===== config.mk =====
export PLATFORM = sky130hd
export DESIGN_NAME = pipeline_ctrl
export DESIGN_NICKNAME = d
export VERILOG_FILES = /design/src/rtl/cpu_ctrl_pkg.sv /design/src/rtl/load_use_detect.sv /design/src/rtl/pipeline_ctrl.sv
export SDC_FILE = /design/constraint.sdc
export NUM_CORES = 1
export LEC_CHECK = 0
export CORE_ASPECT_RATIO = 0.5
export CORE_MARGIN = 10
export CORE_UTILIZATION = 31
export DETAILED_ROUTE_END_ITERATION = 7
export MAX_ROUTING_LAYER = met4
export PLACE_DENSITY = 0.72
export SYNTH_ARGS = -nofsm -noshare
export SYNTH_HDL_FRONTEND = slang
export SYNTH_SLANG_ARGS = --single-unit

===== constraint.sdc =====
create_clock -name clk -period 4.85 [get_ports clk]
set_input_delay 1.455 -clock clk [delete_from_list [all_inputs] [get_ports clk]]
set_output_delay 1.455 -clock clk [all_outputs]
set_load 0.005 [all_outputs]

===== src/rtl/cpu_ctrl_pkg.sv =====
// Shared types and constants for the pipeline stall/flush controller.
package cpu_ctrl_pkg;

  localparam int unsigned STALL_W    = 6;
  localparam int unsigned REG_ADDR_W = 5;
  localparam int unsigned EXC_W      = 32;
  localparam int unsigned ADDR_W     = 32;
  localparam int unsigned CNT_W      = 32;

  typedef enum logic [1:0] {
    RUN      = 2'd0,
    DIV_WAIT = 2'd1,
    FLUSH    = 2'd2
  } ctrl_state_t;

  // Hold masks: bit0 PC, bit1 IF, bit2 ID, bit3 EX, bit4 MEM, bit5 WB
  localparam logic [STALL_W-1:0] STALL_NONE     = 6'b000000;
  localparam logic [STALL_W-1:0] STALL_LOAD_USE = 6'b000111;
  localparam logic [STALL_W-1:0] STALL_DIV      = 6'b001111;

  localparam int unsigned EXC_SYSCALL = 8;
  localparam int unsigned EXC_INVALID = 9;
  localparam int unsigned EXC_ERET    = 12;

  localparam logic [ADDR_W-1:0] DEFAULT_EXC_HANDLER = 32'hBFC00380;

  // ERET returns to EPC; every other exception enters the handler.
  function automatic logic [ADDR_W-1:0] exc_target(
    input logic [EXC_W-1:0]  exc,
    input logic [ADDR_W-1:0] epc,
    input logic [ADDR_W-1:0] handler
  );
    return exc[EXC_ERET] ? epc : handler;
  endfunction

endpackage


===== src/rtl/load_use_detect.sv =====
// Combinational load-use hazard comparator.
// Ports: ID operand read enables/addresses, EX load/write/destination in;
//        hazard out (1 when ID needs the result of the load in EX).
module load_use_detect
  import cpu_ctrl_pkg::*;
(
  input  logic                  id_reg1_read_i,
  input  logic                  id_reg2_read_i,
  input  logic [REG_ADDR_W-1:0] id_reg1_addr_i,
  input  logic [REG_ADDR_W-1:0] id_reg2_addr_i,
  input  logic                  ex_rmem_i,
  input  logic                  ex_wreg_i,
  input  logic [REG_ADDR_W-1:0] ex_wd_i,
  output logic                  hazard_o
);

  logic rs_match;
  logic rt_match;

  assign rs_match = id_reg1_read_i && (id_reg1_addr_i == ex_wd_i);
  assign rt_match = id_reg2_read_i && (id_reg2_addr_i == ex_wd_i);

  // $0 is hardwired, so a load targeting it never creates a dependency.
  assign hazard_o = ex_rmem_i && ex_wreg_i && (ex_wd_i != REG_ADDR_W'(0))
                    && (rs_match || rt_match);

endmodule


===== src/rtl/pipeline_ctrl.sv =====
// Stall/flush scheduler for the five-stage pipeline.
// Ports: clk, rst (sync, active-high); ID operand requests, EX load/divide
//        status, divider ready, MEM exception vector, EPC in;
//        stall_o mask, flush_o, new_pc_o, div_cancel_o (combinational from
//        state and inputs), stall_cnt_o (registered cycle counter) out.
module pipeline_ctrl
  import cpu_ctrl_pkg::*;
#(
  parameter logic [31:0] EXC_HANDLER_ADDR = DEFAULT_EXC_HANDLER
) (
  input  logic                  clk,
  input  logic                  rst,
  input  logic                  id_reg1_read_i,
  input  logic                  id_reg2_read_i,
  input  logic [REG_ADDR_W-1:0] id_reg1_addr_i,
  input  logic [REG_ADDR_W-1:0] id_reg2_addr_i,
  input  logic                  ex_rmem_i,
  input  logic                  ex_wreg_i,
  input  logic [REG_ADDR_W-1:0] ex_wd_i,
  input  logic                  ex_div_start_i,
  input  logic                  div_ready_i,
  input  logic [EXC_W-1:0]      mem_exception_i,
  input  logic [ADDR_W-1:0]     cp0_epc_i,
  output logic [STALL_W-1:0]    stall_o,
  output logic                  flush_o,
  output logic [ADDR_W-1:0]     new_pc_o,
  output logic                  div_cancel_o,
  output logic [CNT_W-1:0]      stall_cnt_o
);

  ctrl_state_t state;
  ctrl_state_t next_state;
  logic        load_use;
  logic        exc_hit;

  load_use_detect u_load_use_detect (
    .id_reg1_read_i (id_reg1_read_i),
    .id_reg2_read_i (id_reg2_read_i),
    .id_reg1_addr_i (id_reg1_addr_i),
    .id_reg2_addr_i (id_reg2_addr_i),
    .ex_rmem_i      (ex_rmem_i),
    .ex_wreg_i      (ex_wreg_i),
    .ex_wd_i        (ex_wd_i),
    .hazard_o       (load_use)
  );

  assign exc_hit = |mem_exception_i;

  // State register and saturating stall-cycle counter.
  always_ff @(posedge clk) begin
    if (rst) begin
      state       <= RUN;
      stall_cnt_o <= '0;
    end else begin
      state <= next_state;
      if ((stall_o != STALL_NONE) && (stall_cnt_o != '1)) begin
        stall_cnt_o <= stall_cnt_o + CNT_W'(1);
      end
    end
  end

  // Next state and control outputs; priority exception > divide > load-use.
  // Outputs are held quiet while rst is asserted so a reset never emits a
  // cancel or flush pulse.
  always_comb begin
    next_state   = state;
    stall_o      = STALL_NONE;
    flush_o      = 1'b0;
    new_pc_o     = '0;
    div_cancel_o = 1'b0;
    if (!rst) begin
      unique case (state)
        RUN: begin
          if (exc_hit) begin
            flush_o    = 1'b1;
            new_pc_o   = exc_target(mem_exception_i, cp0_epc_i, EXC_HANDLER_ADDR);
            next_state = FLUSH;
          end else if (ex_div_start_i && !div_ready_i) begin
            stall_o    = STALL_DIV;
            next_state = DIV_WAIT;
          end else if (load_use) begin
            stall_o = STALL_LOAD_USE;
          end
        end
        DIV_WAIT: begin
          if (exc_hit) begin
            flush_o      = 1'b1;
            new_pc_o     = exc_target(mem_exception_i, cp0_epc_i, EXC_HANDLER_ADDR);
            div_cancel_o = 1'b1;
            next_state   = FLUSH;
          end else if (!div_ready_i) begin
            stall_o = STALL_DIV;
          end else begin
            next_state = RUN;
          end
        end
        FLUSH: begin
          next_state = RUN;
        end
        default: begin
          next_state = RUN;
        end
      endcase
    end
  end

endmodule


### Word level (Yosys, flattened, before mapping)

Cells that the tools add are included.

* add/subtract/negate cells: 1
* multipliers: 0
* divide/modulo/power cells: 0
* $lt $le $gt $ge: 0
* eq/ne operators: 6
* shift operators: 0
* mux-type cells: 21
* bitwise logic cells: 0
* reduce and logical (&&, ||, !) cells: 15

Operator list (number)
* 32-bit two-way mux: 4
* 32-bit by 1-bit adder with 32-bit output (second input constant): 1
* 32-bit != test (second input constant): 1
* 32-bit OR reduction: 1
* 4-bit two-way mux: 5
* 5-bit == test: 2
* 2-bit two-way mux: 4
* 4-bit one-hot mux with 2 select lines: 1
* 1-bit logical AND: 7
* 3-bit != test (second input constant): 2
* 6-bit nonzero test: 1
* 1-bit two-way mux: 5
* 5-bit nonzero test: 1
* 2-bit one-hot mux with 2 select lines: 1
* 3-bit two-way mux: 1
* 2-bit by 1-bit == test with 1-bit output (second input constant): 1
* 2-bit logical NOT: 1
* 2-bit AND reduction: 1
* 2-bit OR reduction: 1
* 1-bit logical NOT: 1
* 1-bit logical OR: 1

* register bits: 34
* latch bits: 0
* memory bits (writable): 0
* memory bits (read-only): 0
* input port bits: 87
* output and inout bits: 72
* logic and storage cells: 45
* memories kept: 0

### Depth between registers and ports, before layout

* depth in word-level cells: 11
* mapped depth: 9
* gate-level depth less buffers: 7

### Hierarchy

From an unflattened synthesis, not the netlist that was laid out.

* cell total of the unflattened synthesis: 300
* area total of the unflattened synthesis: 2392.3 sq um

Modules (own cells, without submodules)
* pipeline_ctrl: instances 1, cells an instance 283, area an instance 2257.2 sq um, seq. area each 680.7 sq um
* load_use_detect: instances 1, cells an instance 17, area an instance 135.1 sq um, seq. area each 0.0 sq um

### Worst setup path before layout

No wires, ideal clock.

* path kind: input to output
* from: input ex_wd_i[1]
* to: output stall_o[1]
* data arrival time: 3.108 ns
* data required time: 3.395 ns
* setup slack: 0.287 ns
* stages on the path: 8
* buffers on the path: 3
* path through: or4_1 > o2111ai_1 > a2111oi_4 > o21ai_2 > buf_4 > buf_2 > inv_1 > buf_4

* cells in the longest elaborated chain, start to end: 9
* elaborated cells on any way between the ends: 13
* classes of those cells: 2 x eq/ne; 5 x mux; 6 x reduce/logical

Ends and longest elaborated chain
* from (decl): RTL line pipeline_ctrl.sv:19 `input logic [REG_ADDR_W-1:0] ex_wd_i,`
* 5-bit == test (on tied branches): RTL line load_use_detect.sv:20, load_use_detect.sv:21
* 1-bit logical AND (on tied branches): RTL line load_use_detect.sv:20, load_use_detect.sv:21
* 1-bit logical OR: RTL line load_use_detect.sv:25 `&& (rs_match || rt_match);`
* 1-bit logical AND (*): RTL line load_use_detect.sv:25
* 3-bit two-way mux (*): RTL line pipeline_ctrl.sv:81 `end else if (load_use) begin`
* 4-bit two-way mux (*): RTL line pipeline_ctrl.sv:78 `end else if (ex_div_start_i && !div_ready_i) begin`
* 4-bit two-way mux (*): RTL line pipeline_ctrl.sv:74 `if (exc_hit) begin`
* 4-bit one-hot mux with 2 select lines (*): RTL line pipeline_ctrl.sv:72 `unique case (state)`
* 4-bit two-way mux (*): RTL line pipeline_ctrl.sv:71 `if (!rst) begin`
* to (decl): RTL line pipeline_ctrl.sv:24 `output logic [STALL_W-1:0] stall_o,`

Every way passes the cells marked *; elsewhere a longest branch is shown, timed or not.

### Worst setup path after layout

* from: input mem_exception_i[23]
* to: output new_pc_o[9]

* cells in the longest elaborated chain, start to end: 4

Ends and longest elaborated chain
* from (decl): RTL line pipeline_ctrl.sv:22 `input logic [EXC_W-1:0] mem_exception_i,`
* 32-bit OR reduction: RTL line pipeline_ctrl.sv:47 `assign exc_hit = |mem_exception_i;`
* 32-bit two-way mux: RTL line pipeline_ctrl.sv:74, pipeline_ctrl.sv:86
* 32-bit two-way mux
* 32-bit two-way mux: RTL line pipeline_ctrl.sv:71
* to (decl): RTL line pipeline_ctrl.sv:26 `output logic [ADDR_W-1:0] new_pc_o,`

Every way passes these cells.

==> results.yml <==
pwr:
  seq_power_share: 0.347
  finalPower_uw: 806.5
  switching_power_uw: 179.1
  p_int_uw: 627.5
  switching_share: 0.2220
  power_frac_clock: 0.458
  power_density_nw_per_um2: 186.7
  leakage_uw: 0.001528
  power_frac_comb: 0.194
  vdd.ir_drop.worst_mv: 0.1117
synthesis:
  ys_seq_area_frac: 0.2886
  synthFlopType: "dfxtp_1"
  synth_cells: 288
  async_flop_share: 0
  yosysTopAreaCell: "dfxtp_1"
  synth.most_common_cell: "dfxtp_1"
  syn_area_per_cell_um2: 8.189
  synth_edf_count: 0
  synthTopCellsByArea: "dfxtp_1 (29%), or4_1 (6.0%), and2_1 (5.6%), o31ai_1 (4.8%), mux2_1 (4.3%)"
  netlist_area_um2: 2359
  synth_warnings: 0
  synth_cell_type_count: 43
  synth_top_area_frac: 0.2886
  yosys-top-cells-count: "dfxtp_1 (34), and2_1 (21), a21oi_1 (20), or4_1 (19), nor2_1 (17)"
  synth_seq_cells: 34
floorplan:
  boundaryPins: 159
  die_w_um: 143.4
  num_rows: 22
  core_area_um2: 7350
  initial_core_util: 0.3209
  die_area_um2: 11710
  dieHeight_um: 81.68
detailed_routing:
  ant_nets: 0
  vias_per_cell: 5.103
  wire_per_inst_um: 17.09
  drtIter0Drc: 132
  wl_mm: 9.434
  vias: 2817
  dr.pass1.iters: 4
  drc_errors: 0
final_layout:
  n_fill_cell: 653
  nets: 543
  multi_input_area_um2: 1584
  regArea_um2: 680.7
  area_growth_syn_to_layout_pct: 83.13
  drive_gt1_frac: 0.1294
  antenna_cells: 0
worst_setup_path:
  arrival_ns: 3.28
  crit_fanout: 7
  crit_cells: 9
  path_cells: "clkdlybuf4s50_1 -> nor4_4 -> nand4_2 -> o21bai_1 -> buf_4 -> clkinvlp_4 -> buf_12 -> o21a_1 -> clkdlybuf4s15_1"
  worstSetupStartpointType: "primary input"
  end_kind: "output port"
  slowest_stage: "clkdlybuf4s50_1"
  critPathBufInv: 5
  r2r_slack_ns: 1.73
  rr_worst_depth: 7
  slowest_delay_ns: 0.44
  worst-setup-path-type: "in2out"
  required_ns: 3.39
  critical-path-top-delay-family: "buffers and inverters"
global_routing:
  antenna_found_initial: 0
  grt_pass1_vias: 2748
  grt_start_max_net_pins: 55
  gr-total-overflow: 0
  grt_use_total: 0.1575
  grt_pass1_wl_mm: 14.24
sta:
  max_freq_mhz: 211.4
  min_period_over_period: 0.9754
  tightest_slew_ns: 0.7987
  slew_headroom: 0.4675
  fin_tns_setup_ns: 0
  holdWs_ns: 0.4987
  hold_viol: 0
  layout_min_cycle_time_ns: 4.731
  finalSetupViolations: 0
  final_max_slew_viol_count: 0
  fin_skew_ns: 0.007575
clock_tree:
  cts_buffer_depth: 2
  clkTransAtPathRegs_ns: 0.06
  h-tree-depth: 2
  insertion_delay_ns: 0.29
  clock-sinks: 34
  cts_buffers: 5
  cts_tree: "yes"
  cts-root-buf: "clkbuf_16"
worst_hold_path:
  min_path_cells: 2
  hold_path_class: "reg2reg"
placed_design:
  gp_congestion: 0.8648
  hpwl_mm: 7.500
  portBuffers: 156
status:
  status: "completed"
flow_run:
  drv_cap: 0
## worst min-delay path: stages, from the launching register on
cell,delay (ns)
dfxtp_1,0.33
o31ai_1,0.07
a21oi_1,0.05
## cells in the final DEF, fill, tap and decap left out, types with 11 or more instances in the layout
| cell | count |
|---|---|
| clkdlybuf4s15_1 | 24 |
| and2_1 | 16 |
| o21a_1 | 12 |
| nor4_1 | 11 |
| buf_4 | 19 |
| nand2_1 | 14 |
| clkdlybuf4s50_1 | 118 |
| nand4_1 | 11 |
| a21oi_1 | 20 |
| nor2_1 | 16 |
| o31ai_1 | 15 |
| or4_1 | 19 |
| dfxtp_1 | 34 |
## repair_timing
action | CTS | global route
pin swaps | 7 | 11
gates cloned | 2 | 0
hold buffers | 0 | 0
endpoints found under the setup margin | 37 | 37
gates resized for setup | 46 | 44
buffers inserted | 8 | 1
## per-stage QoR
step	cell area, um^2	util	std cells	setup WS (ns)
6_report	4319	0.5877	552	0.1195
5_1_grt	4319	0.5877	552	-0.01071
4_1_cts	4277	0.5819	551	0.03885
3_5_place_dp	4031	0.5485	534	-0.4700
3_3_place_gp	4031	0.5485	534	-0.4410
2_1_floorplan	2362	-	289	0.2865
## kinds of logic after synthesis
| logic type | count (synthesis) | synth area share |
|---|---|---|
| simple gates | 139 | 0.3713 |
| compound gates | 62 | 0.1825 |
| flops | 34 | 0.2886 |
| buf+inv | 32 | 0.07056 |
| xor+xnor | 10 | 0.03713 |
| mux | 9 | 0.04297 |
| fa+ha+maj | 1 | 0.005304 |
| other cells | 1 | 0.001590 |
## cell type report
cell class / instances / share of cell area
clock buffer: 5 / 0.02897
clock inverter: 3 / 0.01043
inverter: 11 / 0.01043
multi-input combinational: 225 / 0.3667
sequential: 34 / 0.1576
tap: 96 / 0.02781
timing repair buffer: 178 / 0.3980
## power by group through the flow
stage	Clock (uW)	Sequential, uW	Combinational [uW]
final	370	280	157
after global routing	388	280	169
after CTS	374	280	153
after detailed placement	0	286	149
after global placement	0	286	149
after floorplan	0	286	36.5
## flip-flops by register name (all words and copies together) (netlist names)
signal / cells
stall_cnt_o: 32
state: 2
## layer usage
layer  wire length (um)  vias to the layer above  global-route usage
li1                   -                     1414                   -
met1               3699                     1288              0.1643
met2               4693                      102              0.2753
met3                793                       13             0.05815
met4                248                        0             0.05364
met5                  0                        -                   -
## path summary, 6_finish.rpt
check                                    startpoint              end
worst min-delay path                stall_cnt_o[10]  stall_cnt_o[10]
worst max-delay path            mem_exception_i[23]      new_pc_o[9]
worst min register to register      stall_cnt_o[10]  stall_cnt_o[10]
worst max register to register       stall_cnt_o[0]  stall_cnt_o[17]
No activity file was read; power rests on OpenSTA's default activity.
